<file path="config.mk">
export PLATFORM = sky130hd
export DESIGN_NAME = axi_digest_tx
export DESIGN_NICKNAME = d
export VERILOG_FILES = /design/src/rtl/axi_digest_tx.sv
export SDC_FILE = /design/constraint.sdc
export NUM_CORES = 1
export LEC_CHECK = 0
export CORE_AREA = 3 3 624 626
export CTS_BUF_LIST = sky130_fd_sc_hd__clkbuf_8
export CTS_CLUSTER_DIAMETER = 150
export CTS_CLUSTER_SIZE = 28
export DETAILED_ROUTE_END_ITERATION = 6
export DIE_AREA = 0 0 627 629
export GPL_TIMING_DRIVEN = 0
export PLACE_DENSITY = 0.32
export SYNTH_ARGS = -nofsm -noshare
export SYNTH_HDL_FRONTEND = slang
export SYNTH_SLANG_ARGS = --single-unit
</file>
<file path="constraint.sdc">
create_clock -name ACLK -period 1.85 [get_ports ACLK]
set_input_delay 0.185 -clock ACLK [delete_from_list [all_inputs] [get_ports ACLK]]
set_output_delay 0.185 -clock ACLK [all_outputs]
set_load 0.01 [all_outputs]
</file>
<file path="src/rtl/axi_digest_tx.sv">
// axi_digest_tx: streams the leading 224/256/384/512 bits of a permuted
// Keccak state out as DATA_WIDTH-bit AXI-Stream beats, low-order bits first.
module axi_digest_tx #(
    parameter int DATA_WIDTH = 16
) (
    input  logic                       ACLK,
    input  logic                       ARESETn,
    input  logic                       start,
    input  logic [1:0]                 mode,
    input  logic [4:0][4:0][63:0]      D_in,
    input  logic                       TREADY,
    output logic                       TVALID,
    output logic [DATA_WIDTH-1:0]      TDATA,
    output logic                       TLAST,
    output logic [1:0]                 TID,
    output logic                       busy,
    output logic                       done
);

    localparam int SR_W  = 512;
    localparam int CNT_W = 7;

    typedef enum logic {
        IDLE = 1'b0,
        SEND = 1'b1
    } state_e;

    state_e             state_q, state_d;
    logic [SR_W-1:0]    s_lo;
    logic [SR_W-1:0]    sr_q;
    logic [CNT_W-1:0]   cnt_q;
    logic [CNT_W-1:0]   last_idx;
    logic [1:0]         tid_q;
    logic               done_q;
    logic               capture;
    logic               advance;
    logic               finish;

    // Index of the final beat for a digest length selector.
    function automatic logic [CNT_W-1:0] last_beat(input logic [1:0] m);
        case (m)
            2'd0:    last_beat = CNT_W'(224 / DATA_WIDTH - 1);
            2'd1:    last_beat = CNT_W'(256 / DATA_WIDTH - 1);
            2'd2:    last_beat = CNT_W'(384 / DATA_WIDTH - 1);
            default: last_beat = CNT_W'(512 / DATA_WIDTH - 1);
        endcase
    endfunction

    // Flatten the first eight lanes in receiver packing order: lane 5x+y.
    always_comb begin
        s_lo = '0;
        for (int i = 0; i < 8; i++) begin
            s_lo[64*i +: 64] = D_in[i/5][i%5];
        end
    end

    // Lanes beyond the 512-bit digest window never leave the block.
    logic unused_lanes;
    assign unused_lanes = ^D_in;

    assign TVALID   = (state_q == SEND);
    assign busy     = (state_q == SEND);
    assign last_idx = last_beat(tid_q);
    assign TLAST    = TVALID && (cnt_q == last_idx);
    assign TDATA    = sr_q[DATA_WIDTH-1:0];
    assign TID      = tid_q;
    assign done     = done_q;

    // Next-state and datapath control decode.
    always_comb begin
        // NOTE: every output of this block gets a default first so no path can infer a latch.
        state_d = state_q;
        capture = 1'b0;
        advance = 1'b0;
        finish  = 1'b0;
        case (state_q)
            IDLE: begin
                if (start) begin
                    state_d = SEND;
                    capture = 1'b1;
                end
            end
            SEND: begin
                if (TREADY) begin
                    if (cnt_q == last_idx) begin
                        state_d = IDLE;
                        finish  = 1'b1;
                    end else begin
                        advance = 1'b1;
                    end
                end
            end
            default: state_d = IDLE;
        endcase
    end

    // State register.
    always_ff @(posedge ACLK) begin
        // NOTE: sequential state uses non-blocking assignments so every flop samples pre-edge values.
        if (!ARESETn) begin
            state_q <= IDLE;
        end else begin
            state_q <= state_d;
        end
    end

    // Shift register, beat counter, frame ID and completion pulse.
    always_ff @(posedge ACLK) begin
        if (!ARESETn) begin
            // NOTE: the shift register is cleared on reset only because TDATA must read zero afterwards.
            sr_q   <= '0;
            cnt_q  <= '0;
            tid_q  <= '0;
            done_q <= 1'b0;
        end else begin
            done_q <= finish;
            if (capture) begin
                sr_q  <= s_lo;
                tid_q <= mode;
                cnt_q <= '0;
            end else if (advance) begin
                sr_q  <= sr_q >> DATA_WIDTH;
                cnt_q <= cnt_q + CNT_W'(1);
            end
        end
    end

endmodule

</file>
---- Word level (Yosys, flattened, before mapping) ----
Index checks and enable logic that the tools add are counted.
word-level totals
  register bits ........................... 523
  bits in latches ......................... 0
  bits in writable memories ............... 0
  memory bits (read-only) ................. 0
  input bits .............................. 1,606
  output and inout bits ................... 22
  word-level logic and storage cells ...... 27
  memories kept ........................... 0
operators by class
  $add $sub $neg .......................... 1
  $mul .................................... 0
  divide/modulo/power cells ............... 0
  $lt $le $gt $ge ......................... 0
  equality and inequality tests ........... 3
  shifts and indexed selects .............. 0
  muxes and demuxes ....................... 11
  bitwise operators ....................... 2
  reduce and logical (&&, ||, !) cells .... 5
operators with widths
  cell                                                                    number
  512-bit 2-to-1 mux                                                      2
  5-bit one-hot mux with 3 select lines                                   1
  7-bit by 1-bit adder with 7-bit output (second input constant)          1
  7-bit equality test                                                     1
  1-bit 2-to-1 mux                                                        7
  3-bit AND reduction                                                     1
  2-bit by 1-bit equality test with 1-bit output (second input constant)  1
  2-bit equality test (second input constant)                             1
  2-bit logical NOT                                                       1
  1-bit NOT                                                               2
  1-bit one-hot mux with 2 select lines                                   1
  2-bit nonzero test                                                      1
  2-bit OR reduction                                                      1
  1-bit logical AND                                                       1

---- Depth between registers and ports, before layout ----
Gate-level depths: netlist of the first run.
  depth after elaboration ................. 8
  depth in mapped cells ................... 7
  mapped depth without buffers ............ 5

---- Worst setup path after synthesis of the first run ----
OpenSTA, ideal clock, no wires.
  kind .................................... register to register
  start ................................... register tid_q[1], in the netlist TID[1]
  end ..................................... register sr_q[100]
  library setup time ...................... 0.119 ns
  data arrival time ....................... 1.921 ns
  data required time ...................... 1.731 ns
  path slack .............................. -0.189 ns
  stages on the path, launching flop included .. 8
  buffers on the path ..................... 3
  period minus slack after synthesis ...... 2.039 ns
  path through ............................ dfxtp_1 -> or4b_1 -> a311oi_2 -> o21ai_1 -> buf_4 -> buf_6 -> buf_6 -> o221a_1
on the way
  word-level cells in the longest chain between the ends .. 7
  elaborated cells on any way between the ends .. 9
  those cells by class .................... eq/ne: 3; mux: 4; reduce/logical: 2
ends and longest elaborated chain
  item                                               line  text
  start, declared                                    33    logic [1:0] tid_q;
  start signal, assigned                             119   tid_q <= mode;
  2-bit equality test, or another cell as far along  41    case (m)
  5-bit one-hot mux with 3 select lines *            41
  7-bit equality test *                              85    if (cnt_q == last_idx) begin
  1-bit 2-to-1 mux *                                 85
  1-bit 2-to-1 mux *                                 84    if (TREADY) begin
  1-bit 2-to-1 mux *                                 76    case (state_q)
  2-bit nonzero test (no source line) *              -
  end signal, assigned                               118   sr_q <= s_lo;
  end signal, assigned                               122   sr_q <= sr_q >> DATA_WIDTH;
  end, declared                                      30    logic [SR_W-1:0] sr_q;
Every way passes the cells marked *; elsewhere a longest branch is shown, timed or not.
A chain may end at the register's enable or synchronous reset.

---- Worst setup path in the final report of the first run ----
  start ................................... register tid_q[0], in the netlist TID[0]
  end ..................................... output TLAST
on the way
  word-level cells in the longest chain between the ends .. 4
  elaborated cells on any way between the ends .. 6
  those cells by class .................... eq/ne: 3; mux: 1; reduce/logical: 2
ends and longest elaborated chain
  item                                               line  text
  2-bit equality test, or another cell as far along  41
  5-bit one-hot mux with 3 select lines *            41
  7-bit equality test *                              64    assign TLAST = TVALID && (cnt_q == last_idx);
  1-bit logical AND *                                64
  end, declared                                      14    output logic TLAST,
Marked as above.

==> results_dict.tcl, run 1 <==
set metrics [dict create \
    comb_power_share 0.257 \
    rsz0062_at_grt "yes" \
    r2r_slack_ps -730 \
    cts_tree "done" \
    hold_path.class "primary input to flop" \
    pwr-share-clk 0.213 \
    numCtsBuffers 24 \
    reg2reg_from "TID[0]" \
    clockBufferDepth 3 \
    synthTopCellsByArea "dfxtp_1 47%, o221a_1 22%, nor2_1 17%, buf_6 4.8%, o221a_2 2.8%" \
    period_needed_ps 2640 \
    yosysTopAreaCell "dfxtp_1" \
    area_growth_pct 76.0 \
    synth.top_cell.area_share 0.473 \
    final_common_cell "nor2_1" \
    synth_cell_types 40 \
    cts_root_buf "clkbuf_8" \
    outcome "finished with violations" \
    utilization 0.101 \
    min_from "D_in[485]" \
    die_w_um 627 \
    grt_pass1_vias 22500 \
    wl_per_cell_um 18.5 \
    ys_ff_latch 523 \
    p_sw_mw 8.38 \
    synth_nets 3972 \
    finalWorstSetupSlack_ps -788 \
    tightest_slew_ps 1190 \
    crit_type "flop to output pin" \
    slew_headroom 0.210 \
    worstPathArrival_ps 2450 \
    final_cell_mix "994 x nor2_1, 518 x clkdlybuf4s50_1, 505 x dfxtp_1" \
    slew_violations 0 \
    core-area_um2 385000 \
    yosysWarnings 0 \
    num_rows 228 \
    syn_area_um2 22100 \
    grt_overflow_total 0 \
    violations "setup timing" \
    clk_pin_slew_ps 170 \
    die_area_um2 394000 \
    yosysSeqAreaShare 0.473 \
    ctsHtreeMaxLevel 1 \
    crit_path_start_kind "flop" \
    antenna_found_initial 40 \
    holdPathEnd "sr_q[485]" \
    maxCapViolations 0 \
    first_pass_iters 5 \
    leakagePower_nw 13.2 \
    clock-sinks 523 \
    cp-end-kind "output pin" \
    r2r_end "sr_q[491]" \
    grt_pass1_wl_um 199000 \
    synthCells 2365 \
    internal-power_mw 17.3 \
    drive_above_1_share 0.121 \
    wirelength_um 153000 \
    postRouteAntennaNets 0 \
    start_util 0.0575 \
    insertion_delay_ps 780 \
    drt_iter0_drc 1112 \
    skew_ps 45.5 \
    port_buffers 538 \
    hpwl_um 127000 \
    grt_max_degree 29 \
    power_density_nw_per_um2 659 \
    swShare 0.327 \
    die_y_um 629 \
    hold_depth 4 \
    setup_viol 516 \
    crit_required_ps 1660 \
    p_seq_frac 0.530 \
    track_usage 0.0737 \
    fin_nets 4792 \
    synth_area_per_cell_um2 9.36 \
    reg2regPathDepth 10 \
    worst-path-max-fanout 2 \
    top_level_ports 1628 \
    period_share 1.43 \
    viasPerCell 2.59 \
    drc_errors 0 \
    routed-via-count 21400 \
    gp_congestion 0.812 \
    finalHoldViolations 0 \
    peakVddDrop_uv 567 \
    dp_slack_ps -2310 \
    max_freq_mhz 379 \
]
==> final cells by class <==
class	count	area, um2
fillers	44400	346000
flip-flops and latches	523	10500
multi-input cells	1594	10500
repair buffers	799	9030
well taps	5060	6330
plain buffers	241	2140
clock buffers	26	358
clock inverters	5	72.6
diodes	12	30.0
inverters	2	7.51
==> cell families after synthesis <==
kind of cell	count (synthesis)	synth area share
AO/OA/AOI/OAI	536	0.263
flip-flops	523	0.473
buffers and inverters	248	0.0794
adder cells (fa/ha/maj)	1	0.000565
XOR/XNOR	2	0.000792
AND/OR/NAND/NOR	1055	0.183
==> stage by stage <==
stage	power, mW	hold WS (ps)	TNS [ps]	std cells	instance area, um2
final	25.7	127	-315600	8262	39000
after global routing	26.9	23.2	-344340	8253	38900
after CTS	26.1	0.0228	-359650	8238	38200
after detailed placement	19.0	458	-746300	7965	33900
after global placement	19.0	461	-1254720	7963	33900
after floorplan	15.5	313	-74690	2365	22100
==> routing by layer <==
metal	track usage	part of all wire	vias to the layer above
li1	-	-	10200
met1	0.0935	0.44	10400
met2	0.126	0.48	653
met3	0.0123	0.042	128
met4	0.0225	0.031	18
met5	0	0.00067	-
==> Yosys cell counts <==
cell type	number
a41o_1	1
nor2b_1	1
xor2_1	2
a21oi_1	24
nand4bb_1	1
nor2_1	994
o21ai_1	1
buf_2	6
o31ai_1	3
a311oi_2	1
a211oi_1	1
nand4_1	1
a311o_1	1
clkbuf_1	109
or4_1	3
buf_6	94
or4b_1	1
nand2b_1	1
clkinv_1	1
buf_8	4
dfxtp_1	523
nand2_8	1
a31oi_1	1
nand3_1	4
o221a_2	56
and2_1	5
o21a_1	3
or4bb_1	1
o221a_1	440
inv_1	1
and4_1	1
ha_1	1
o21ai_0	4
buf_4	18
or3_1	1
nand2_1	37
or3b_2	1
nor3_1	1
and3_1	1
buf_1	15
==> power groups by stage <==
stage	registers [mW]	logic (mW)	clock network, mW
2_1_floorplan	12.9	2.55	0
3_3_place_gp	13.9	5.11	0
3_5_place_dp	13.9	5.11	0
4_1_cts	13.6	6.57	5.89
5_1_grt	13.7	7.09	6.14
6_report	13.6	6.60	5.47
==> flip-flops by register name (all words and copies together), names as in the netlist <==
name    flops
sr_q      512
cnt_q       7
TID         2
TVALID      1
done        1
==> worst max-delay path by stage <==
stage,from,end,depth (start not counted)
finish,TID[0],TLAST,5
global route,TID[0],TLAST,5
CTS,TID[0],TLAST,5
detailed placement,start,sr_q[271],8
global placement,start,sr_q[271],8
floorplan,TID[1],sr_q[100],7
==> worst max-delay path, cell delays in order (launching register included) <==
cell      delay [ps]
dfxtp_4          390
or4b_4           550
a311oi_4         310
clkbuf_8         200
and2_4           130
buf_6             90
==> timing repair <==
item	CTS	global route
setup buffers	38	23
hold buffers	162	0
cloned	42	21
endpoints found under the setup margin	544	537
pin swaps	197	244
resized for setup	180	199
endpoints found under the hold margin	170	0
Power figures use the tool's default switching activity.
==> inputs of run 2 (changes only) <==
- CAP_MARGIN: default -> 15
==> run 2 against run 1 <==
  * Core utilization up 0.14 points
  * Non-clock buffer count up 36
  * Largest power group unchanged
  * The run still ends with setup timing left
  * Largest cell class unchanged
  * Die area unchanged
  * Maximum frequency down 0.63%
  * Wire length up 0.53%
==> results_dict.tcl, run 2 (synthesis results as in run 1) <==
set metrics [dict create \
    crit_type "flop to output pin" \
    gp_congestion 0.812 \
    period_share 1.43 \
    ctsHtreeMaxLevel 1 \
    hold_depth 4 \
    crit_path_start_kind "flop" \
    peakVddDrop_uv 469 \
    area_growth_pct 78.4 \
    reg2reg_from "TID[0]" \
    grt_pass1_wl_um 192000 \
    period_needed_ps 2650 \
    crit_required_ps 1660 \
    slew_headroom 0.253 \
    dp_slack_ps -1810 \
    min_from "D_in[150]" \
    worstPathArrival_ps 2470 \
    fill_cells 44300 \
    track_usage 0.0708 \
    die_y_um 629 \
    final_cells 8301 \
    finalHoldViolations 0 \
    core-area_um2 385000 \
    postRouteAntennaNets 0 \
    top_level_ports 1628 \
    power_density_nw_per_um2 656 \
    rsz0062_at_grt "yes" \
    die_area_um2 394000 \
    start_util 0.0575 \
    clk_pin_slew_ps 170 \
    drive_above_1_share 0.121 \
    slew_violations 0 \
    register_area_um2 10500 \
    tightest_slew_ps 1120 \
    wl_per_cell_um 18.5 \
    wirelength_um 154000 \
    outcome "finished with violations" \
    clock-sinks 523 \
    grt_overflow_total 0 \
    port_buffers 538 \
    reg2regPathDepth 9 \
    final_common_cell "nor2_1" \
    worst-path-max-fanout 2 \
    hold_path.class "primary input to flop" \
    num_rows 228 \
    fin_setup_tns_ps -324840 \
    grt_pass1_vias 22200 \
    grt_max_degree 29 \
    clockBufferDepth 3 \
    multiInputGateArea_um2 10500 \
    largest_reg_flops 512 \
    maxCapViolations 0 \
    finalWorstSetupSlack_ps -804 \
    hpwl_um 127000 \
    registers.top_by_ff_count "sr_q" \
    fin_nets 4829 \
    violations "setup timing" \
    drt_iter0_drc 1194 \
    cts_root_buf "clkbuf_8" \
    leakagePower_nw 13.5 \
    cp-end-kind "output pin" \
    cts_tree "done" \
    post-place-cells 7966 \
    numCtsBuffers 25 \
    utilization 0.103 \
    routed-via-count 21500 \
    max_freq_mhz 377 \
    setup_viol 517 \
    antenna_found_initial 35 \
    final_cell_mix "994 x nor2_1, 518 x clkdlybuf4s50_1, 509 x dfxtp_1" \
    skew_ps 57.5 \
    drc_errors 0 \
    die_w_um 627 \
    crit_path_start "TID[0]" \
    viasPerCell 2.59 \
    power_mw 25.9 \
    first_pass_iters 6 \
    insertion_delay_ps 790 \
]
==> run 2: critical path: stages (launching register included) <==
cell      delay, ps
dfxtp_4         390
or4b_4          550
a311oi_4        310
clkbuf_8        200
and2_4          130
buf_6            90
==> run 2: path summary, 6_finish.rpt <==
kind         slack [ps]         to
max                -800      TLAST
min                 120  sr_q[150]
max reg2reg        -760  sr_q[400]
min reg2reg         490  sr_q[498]
==> run 2: per-stage QoR <==
| stage | hold WS, ps | instance area (um2) |
|---|---|---|
| 4_1_cts | 0.0981 | 36700 |
| 2_1_floorplan | 313 | 22100 |
| 3_5_place_dp | 458 | 33900 |
| 5_1_grt | 28.3 | 39500 |
| 3_3_place_gp | 461 | 33900 |
| 6_report | 120 | 39500 |
==> run 2: cell type report <==
type	instances	area share
antenna	12	0.000761
buffer	245	0.0568
clock buffer	25	0.00872
clock inverter	9	0.00374
inverter	2	0.000190
multi-input combinational	1594	0.265
sequential	523	0.266
tap	5060	0.160
timing repair buffer	831	0.238
==> run 2: layer usage <==
metal	vias up	global-route usage	part of all wire
li1	10300	-	-
met1	10500	0.0917	0.45
met2	585	0.126	0.50
met3	100	0.00831	0.035
met4	10	0.0120	0.018
met5	-	0	0.00040
==> run 2: timing repair <==
item | CTS | global route
gates resized for setup | 69 | 238
pin swaps | 2 | 425
hold endpoints to repair | 210 | 0
endpoints found under the setup margin | 544 | 537
buffers inserted | 8 | 14
cloned | 0 | 66
hold buffers | 202 | 0
==> run 2: where the power goes <==
| part | switching (mW) | internal (mW) | leakage [nW] |
|---|---|---|---|
| Sequential | 1.25 | 12.3 | 4.34 |
| Clock | 4.20 | 1.52 | 0.250 |
| Combinational | 2.99 | 3.64 | 8.91 |
